**config.mk**
```make
export PLATFORM = sky130hd
export DESIGN_NAME = restoring_divider
export DESIGN_NICKNAME = d
export VERILOG_FILES = /design/src/rtl/restoring_divider.sv
export SDC_FILE = /design/constraint.sdc
export NUM_CORES = 1
export LEC_CHECK = 0
export CORE_ASPECT_RATIO = 0.6
export CORE_MARGIN = 8
export CORE_UTILIZATION = 30
export CTS_CLUSTER_DIAMETER = 30
export DETAILED_ROUTE_END_ITERATION = 8
export SETUP_SLACK_MARGIN = 0.2
export SYNTH_ARGS = -nofsm -noshare
export SYNTH_HDL_FRONTEND = slang
export SYNTH_SLANG_ARGS = --single-unit
export TNS_END_PERCENT = 30
```
**constraint.sdc**
```tcl
create_clock -name clk -period 4.3 [get_ports clk]
set_input_delay 0.86 -clock clk [delete_from_list [all_inputs] [get_ports clk]]
set_output_delay 0.86 -clock clk [all_outputs]
set_load 0.02 [all_outputs]
```
**src/rtl/restoring_divider.sv**
```systemverilog
// Restoring divider: 8-bit unsigned x / y, one quotient bit per cycle.
// A request is accepted in IDLE, takes 8 RUN cycles, then a single DONE cycle.
// Divide-by-zero skips RUN and completes with q=8'hFF, r=x, dz=1.
// Ports:
//   clk, rst       clock, synchronous active-high reset
//   start          request, sampled only in IDLE
//   x, y           dividend, divisor (unsigned, 8 bits)
//   q, r, dz       registered quotient, remainder, divide-by-zero flag
//   busy, done     state==RUN, state==DONE (registered)
module restoring_divider (
  input  logic       clk,
  input  logic       rst,
  input  logic       start,
  input  logic [7:0] x,
  input  logic [7:0] y,
  output logic [7:0] q,
  output logic [7:0] r,
  output logic       busy,
  output logic       done,
  output logic       dz
);

  localparam int unsigned W  = 8;
  localparam int unsigned CW = 4;

  typedef enum logic [1:0] {IDLE, RUN, DONE} state_t;

  state_t        state, state_n;
  logic [W-1:0]  xr, xr_n;
  logic [W-1:0]  yr, yr_n;
  logic [W:0]    pr, pr_n;
  logic [W-1:0]  qr, qr_n;
  logic [CW-1:0] cnt, cnt_n;
  logic [W-1:0]  q_n, r_n;
  logic          dz_n;

  logic [W:0]    shifted, diff, pr_it;
  logic          qbit;
  logic [W-1:0]  qr_it;

  // One restoring step: shift in the next dividend bit, trial-subtract y.
  always_comb begin
    shifted = {pr[W-1:0], xr[W-1]};
    diff    = shifted + ~{1'b0, yr} + (W+1)'(1);
    qbit    = ~diff[W];
    pr_it   = qbit ? diff : shifted;
    qr_it   = {qr[W-2:0], qbit};
  end

  // Next-state and datapath control.
  always_comb begin
    state_n = state;
    xr_n    = xr;
    yr_n    = yr;
    pr_n    = pr;
    qr_n    = qr;
    cnt_n   = cnt;
    q_n     = q;
    r_n     = r;
    dz_n    = dz;
    unique case (state)
      IDLE: begin
        if (start) begin
          if (y != '0) begin
            xr_n    = x;
            yr_n    = y;
            pr_n    = '0;
            qr_n    = '0;
            cnt_n   = CW'(W);
            state_n = RUN;
          end else begin
            q_n     = '1;
            r_n     = x;
            dz_n    = 1'b1;
            state_n = DONE;
          end
        end
      end
      RUN: begin
        xr_n  = {xr[W-2:0], 1'b0};
        pr_n  = pr_it;
        qr_n  = qr_it;
        cnt_n = cnt - CW'(1);
        // Last iteration publishes the results directly from this step.
        if (cnt == CW'(1)) begin
          q_n     = qr_it;
          r_n     = pr_it[W-1:0];
          dz_n    = 1'b0;
          state_n = DONE;
        end
      end
      DONE: state_n = IDLE;
      default: state_n = IDLE;
    endcase
  end

  // State and datapath registers; busy/done track the next state so they
  // equal the state decode every cycle.
  always_ff @(posedge clk) begin
    if (rst) begin
      state <= IDLE;
      xr    <= '0;
      yr    <= '0;
      pr    <= '0;
      qr    <= '0;
      cnt   <= '0;
      q     <= '0;
      r     <= '0;
      dz    <= 1'b0;
      busy  <= 1'b0;
      done  <= 1'b0;
    end else begin
      state <= state_n;
      xr    <= xr_n;
      yr    <= yr_n;
      pr    <= pr_n;
      qr    <= qr_n;
      cnt   <= cnt_n;
      q     <= q_n;
      r     <= r_n;
      dz    <= dz_n;
      busy  <= (state_n == RUN);
      done  <= (state_n == DONE);
    end
  end

endmodule
```
==> results of run 1 <==
[power by group through the flow]
stage / Sequential, mW / Clock, mW / Combinational [mW]
finish: 0.585 / 0.412 / 0.478
global route: 0.589 / 0.450 / 0.526
detailed placement: 0.596 / 0 / 0.475
CTS: 0.585 / 0.423 / 0.477
global placement: 0.596 / 0 / 0.470
floorplan: 0.597 / 0 / 0.378
[final cells by class]
type	instances	area [sq um]
fillers	892	5270
clock buffers	6	139
clock inverters	1	8.76
repair buffers	40	393
multi-input cells	221	1390
well taps	112	140
flip-flops and latches	56	1120
inverters	15	56.3
[through the flow]
stage / hold slack [ns] / cell area (sq um) / cells
finish: 0.459 / 3250 / 451
global route: 0.492 / 3250 / 451
CTS: 0.458 / 3250 / 451
detailed placement: 0.448 / 3100 / 444
global placement: 0.445 / 3100 / 444
floorplan: 0.436 / 2640 / 307
[flip-flops by register name, summed over array words and instances (netlist names), 2 cells and up]
| name | flops |
|---|---|
| qr | 7 |
| pr | 8 |
| q | 8 |
| state | 2 |
| xr | 8 |
| r | 8 |
| yr | 8 |
| cnt | 4 |
[per-layer routing]
metal / vias up / GRT usage / wire length [microns]
li1: 1160 / - / -
met5: - / 0 / 0
met3: 8 / 0.0329 / 457
met1: 1083 / 0.177 / 3770
met4: 0 / 0.0294 / 66
met2: 60 / 0.161 / 2650
[cells in the final DEF, fill, tap and decap left out, types with 7 or more instances in the layout]
cell type,instances
a21oi_1,25
a22oi_1,7
clkdlybuf4s50_1,37
dfxtp_1,56
ha_1,10
inv_1,15
mux2i_1,8
nand2_1,37
nor2_1,36
nor3_1,18
o21ai_0,16
[worst paths after layout]
kind          from  endpoint  slack (ns)  cells past startpoint
max           y[0]      r[4]        1.39                      7
min          yr[2]     yr[2]        0.46                      2
min reg2reg  yr[2]     yr[2]        0.46                      2
max reg2reg  yr[0]     pr[1]        1.55                      9
[tightest hold or removal path, stage by stage, from the launching register on]
cell	delay [ns]
dfxtp_1	0.31
nand2_1	0.05
a21oi_1	0.05
[logic make-up after synthesis]
logic type	Yosys count	synth area share
AND/OR/NAND/NOR	120	0.226
AO/OA/AOI/OAI	74	0.184
flip-flops	56	0.425
buffers and inverters	30	0.0474
adder cells (fa/ha/maj)	11	0.0550
multiplexers	9	0.0389
XOR/XNOR	7	0.0232
==> flow_metrics.py, run 1 <==
metrics = {
    "sta": {
        "setup_viol": 0,
        "clock.fmax_ghz": 0.344,
        "rsz0062_at_grt": "no",
        "drv_slew": 0,
        "worst_slew_pin_slew_ns": 0.686,
        "maxSlewHeadroom": 0.541,
        "finalCritPeriodShare": 0.677,
        "fin_crit_ns": 2.91,
        "setup_ws_ns": 1.39,
        "skew_ns": 0.00334,
        "timing.setup.tns_ns": 0,
        "hold_violations": 0,
    },
    "clock_tree": {
        "clkTransAtPathRegs_ns": 0.07,
        "cts_root_buf": "clkbuf_16",
        "clk_path_buf_depth": 2,
        "ctsResizeCount": 0,
        "insertion_delay_ns": 0.29,
        "cts-buffers-inserted": 5,
        "h-tree-depth": 2,
        "cts_hold_buf": 0,
        "numClockSinks": 56,
        "cts_setup_buffers": 0,
        "cts_tree": "done",
    },
    "power_and_ir_drop": {
        "power.static_leakage_nw": 1.17,
        "power.total_mw": 1.48,
        "intPower_uw": 990,
        "power_frac_comb": 0.324,
        "power_frac_clock": 0.279,
        "swShare": 0.329,
        "power-per-cell-area_nw_per_um2": 454,
        "p_sw_uw": 485,
        "p_seq_frac": 0.396,
        "ir_drop_mv": 0.162,
    },
    "setup_path": {
        "cp-end-kind": "register",
        "worst-path-buf-inv": 1,
        "path_cells": "clkdlybuf4s50_1 -> nor4_1 -> nand3_2 -> nand2_2 -> o21ai_0 -> or4b_1 -> o211ai_1",
        "arrival_ns": 3.13,
        "critical-path-max-stage-delay_ns": 0.50,
        "cp-start-kind": "input port",
        "crit_required_ns": 4.52,
        "critPathMaxFanout": 16,
        "path_delay_family": "simple AND/OR/NAND/NOR gates",
        "crit_type": "in2reg",
        "slowest_stage": "or4b_1",
    },
    "place": {
        "place_hpwl_microns": 5240,
        "place_congestion": 0.821,
        "io_buffers": 37,
        "dpl_worst_slack_ns": 1.11,
    },
    "floorplan": {
        "fp.dieH_microns": 88.6,
        "fp-row-count": 26,
        "die-width_microns": 137,
        "core-area_sq_um": 8520,
        "die_area_sq_um": 12200,
        "io_pins": 38,
        "start_util": 0.310,
    },
    "drt": {
        "vias": 2311,
        "viasPerCell": 5.12,
        "initialDrtViolationCount": 165,
        "drc": 0,
        "firstDrtPassIters": 4,
        "routed_wl_microns": 6940,
        "drtAntennaViolNets": 0,
        "wl_per_cell_microns": 15.4,
    },
    "grt": {
        "overflow": 0,
        "grt_usage": 0.119,
        "grt_max_degree": 26,
        "grt_pass1_vias": 2180,
        "grt_first_pass_wirelength_microns": 11300,
        "grt_antenna_before_repair": 0,
    },
    "yosys": {
        "synth_top_area_cell": "dfxtp_1",
        "synth_edf_count": 0,
        "synth_cells": 307,
        "ys_ff_latch": 56,
        "synthFlopType": "dfxtp_1",
        "avgSynthCellArea_sq_um": 8.60,
        "synthArstFlopShare": 0,
        "yosys_warnings": 0,
        "synth.most_common_cell": "dfxtp_1",
        "synth_commonest_cells": "56 x dfxtp_1, 37 x nand2_1, 36 x nor2_1",
        "syn_area_sq_um": 2640,
        "synth_fp_nets": 337,
        "ys_top_cells_by_area": "dfxtp_1 42%, nand2_1 5.3%, nor2_1 5.1%",
        "synth-seq-area-share": 0.425,
        "yosysUniqueCellTypes": 50,
        "yosys.area.top_type_share": 0.425,
    },
    "cells_and_area": {
        "n_antenna_cell": 0,
        "area_growth_pct": 23.2,
        "fin_nets": 369,
        "fin_util": 0.381,
        "drive_gt1_frac": 0.0590,
    },
    "min_path": {
        "holdCritPathClass": "reg2reg",
    },
    "status": {
        "status": "complete, no violations",
    },
    "run": {
        "drv_cap": 0,
    },
}
(Power assumes the default switching activity.)
==> inputs of run 2 (changes only) <==
Clock period 4.3 ns to 2.7 ns, I/O delays scaled along.
==> run 2 against run 1 <==
Effect of this change:
- non-clock buffer count up 16
- clock power grew 55%
- final area rose by 5.4%
- utilization grew 2.1 points
- largest cell class unchanged
==> flow_metrics.py, run 2 (synthesized netlist as in run 1, its figures left out) <==
metrics = {
    "status": {
        "status": "complete, no violations",
    },
    "grt": {
        "grt_pass1_vias": 2271,
        "grt_max_degree": 41,
        "overflow": 0,
        "grt_first_pass_wirelength_microns": 11800,
        "grt_antenna_before_repair": 0,
        "grt_usage": 0.124,
    },
    "setup_path": {
        "crit_required_ns": 2.92,
        "arrival_ns": 2.70,
        "endpoint": "r[4]",
        "rr_endpoint": "r[4]",
        "r2r-start": "xr[7]",
        "cp-end-kind": "register",
        "r2r_cells": 10,
        "rrSetupSlack_ns": 0.21,
        "worstSetupStartpoint": "xr[7]",
        "critPathMaxFanout": 5,
        "cp-start-kind": "register",
        "crit_type": "reg2reg",
    },
    "drt": {
        "viasPerCell": 5.15,
        "drtAntennaViolNets": 0,
        "initialDrtViolationCount": 216,
        "firstDrtPassIters": 5,
        "routed_wl_microns": 7340,
        "wl_per_cell_microns": 15.6,
        "drc": 0,
        "vias": 2415,
    },
    "sta": {
        "timing.setup.tns_ns": 0,
        "fin_crit_ns": 2.49,
        "drv_slew": 0,
        "finalCritPeriodShare": 0.920,
        "worst_slew_pin_slew_ns": 0.704,
        "skew_ns": 0.00534,
        "maxSlewHeadroom": 0.530,
        "setup_ws_ns": 0.215,
        "clock.fmax_ghz": 0.402,
        "rsz0062_at_grt": "yes",
        "hold_violations": 0,
        "setup_viol": 0,
    },
    "place": {
        "dpl_worst_slack_ns": 0.0139,
        "io_buffers": 37,
        "dp_cells": 450,
        "place_congestion": 0.785,
        "place_hpwl_microns": 5410,
    },
    "min_path": {
        "holdCritPathClass": "reg2reg",
    },
    "power_and_ir_drop": {
        "intPower_mw": 1.77,
        "p_seq_frac": 0.352,
        "power.static_leakage_nw": 1.25,
        "power-per-cell-area_nw_per_um2": 774,
        "swShare": 0.332,
        "ir_drop_mv": 0.263,
        "power_frac_comb": 0.408,
        "power_frac_clock": 0.240,
        "p_sw_uw": 881,
    },
    "run": {
        "drv_cap": 0,
    },
    "floorplan": {
        "die_area_sq_um": 12200,
        "fp.dieH_microns": 88.6,
        "core-area_sq_um": 8520,
        "io_pins": 38,
        "fp-row-count": 26,
        "die-width_microns": 137,
        "start_util": 0.310,
    },
    "cells_and_area": {
        "n_antenna_cell": 0,
        "mostFrequentLayoutCell": "dfxtp_1",
        "fin_nets": 386,
        "drive_gt1_frac": 0.120,
        "area_growth_pct": 29.9,
        "final_cells": 469,
        "final_cell_mix": "54 x dfxtp_1, 37 x nand2_1, 37 x clkdlybuf4s50_1",
    },
    "clock_tree": {
        "insertion_delay_ns": 0.29,
        "h-tree-depth": 2,
        "cts-buffers-inserted": 5,
        "cts_root_buf": "clkbuf_16",
        "cts_hold_buf": 0,
        "clk_path_buf_depth": 2,
        "cts_tree": "done",
        "numClockSinks": 56,
        "clkTransAtPathRegs_ns": 0.07,
    },
}
run 2: cell type report:
| class | count | area [sq um] |
|---|---|---|
| Clock buffer | 7 | 133 |
| Sequential cell | 56 | 1120 |
| Clock inverter | 1 | 8.76 |
| Tap cell | 112 | 140 |
| Timing Repair Buffer | 56 | 529 |
| Inverter | 15 | 56.3 |
| Fill cell | 855 | 5100 |
| Multi-Input combinational cell | 222 | 1440 |
run 2: through the flow:
step,instance area [sq um],total power [mW],utilization,hold slack [ns]
2_1_floorplan,2640,1.55,-,0.436
5_1_grt,3430,2.79,0.402,0.485
3_3_place_gp,3150,1.71,0.369,0.446
3_5_place_dp,3150,1.72,0.369,0.457
6_report,3430,2.65,0.402,0.463
4_1_cts,3340,2.46,0.392,0.466
run 2: worst min path at each step:
stage / from / end / cells after the start
detailed placement: yr[2] / yr[2] / 2
floorplan: yr[1] / yr[1] / 2
global placement: yr[2] / yr[2] / 2
finish: yr[2] / yr[2] / 2
CTS: yr[2] / yr[2] / 2
global route: yr[5] / yr[5] / 2
run 2: per-layer routing:
metal | part of all wire | global-route usage | up-vias
met5 | 0 | 0 | -
met2 | 0.38 | 0.159 | 67
li1 | - | - | 1191
met1 | 0.54 | 0.191 | 1151
met3 | 0.067 | 0.0340 | 6
met4 | 0.010 | 0.0353 | 0
run 2: power by group through the flow:
stage	Sequential, mW	Clock, mW	Combinational [mW]
after global routing	0.943	0.687	1.16
after floorplan	0.951	0	0.602
after detailed placement	0.950	0	0.771
after global placement	0.947	0	0.764
after CTS	0.932	0.648	0.883
final	0.934	0.637	1.08
run 2: worst max-delay path, cell delays in order (launching register included):
cell	delay, ns
dfxtp_2	0.33
inv_1	0.05
ha_2	0.17
inv_1	0.06
fa_2	0.42
a211oi_4	0.26
nor3_2	0.10
mux2i_4	0.24
buf_6	0.15
or4_1	0.52
o211ai_1	0.10
run 2: timing repair:
action                                  in CTS  in global routing
setup buffers                                5                  5
pin swaps                                    3                  8
gates cloned                                 1                  0
endpoints found under the setup margin      16                 12
gates resized for setup                      4                 10
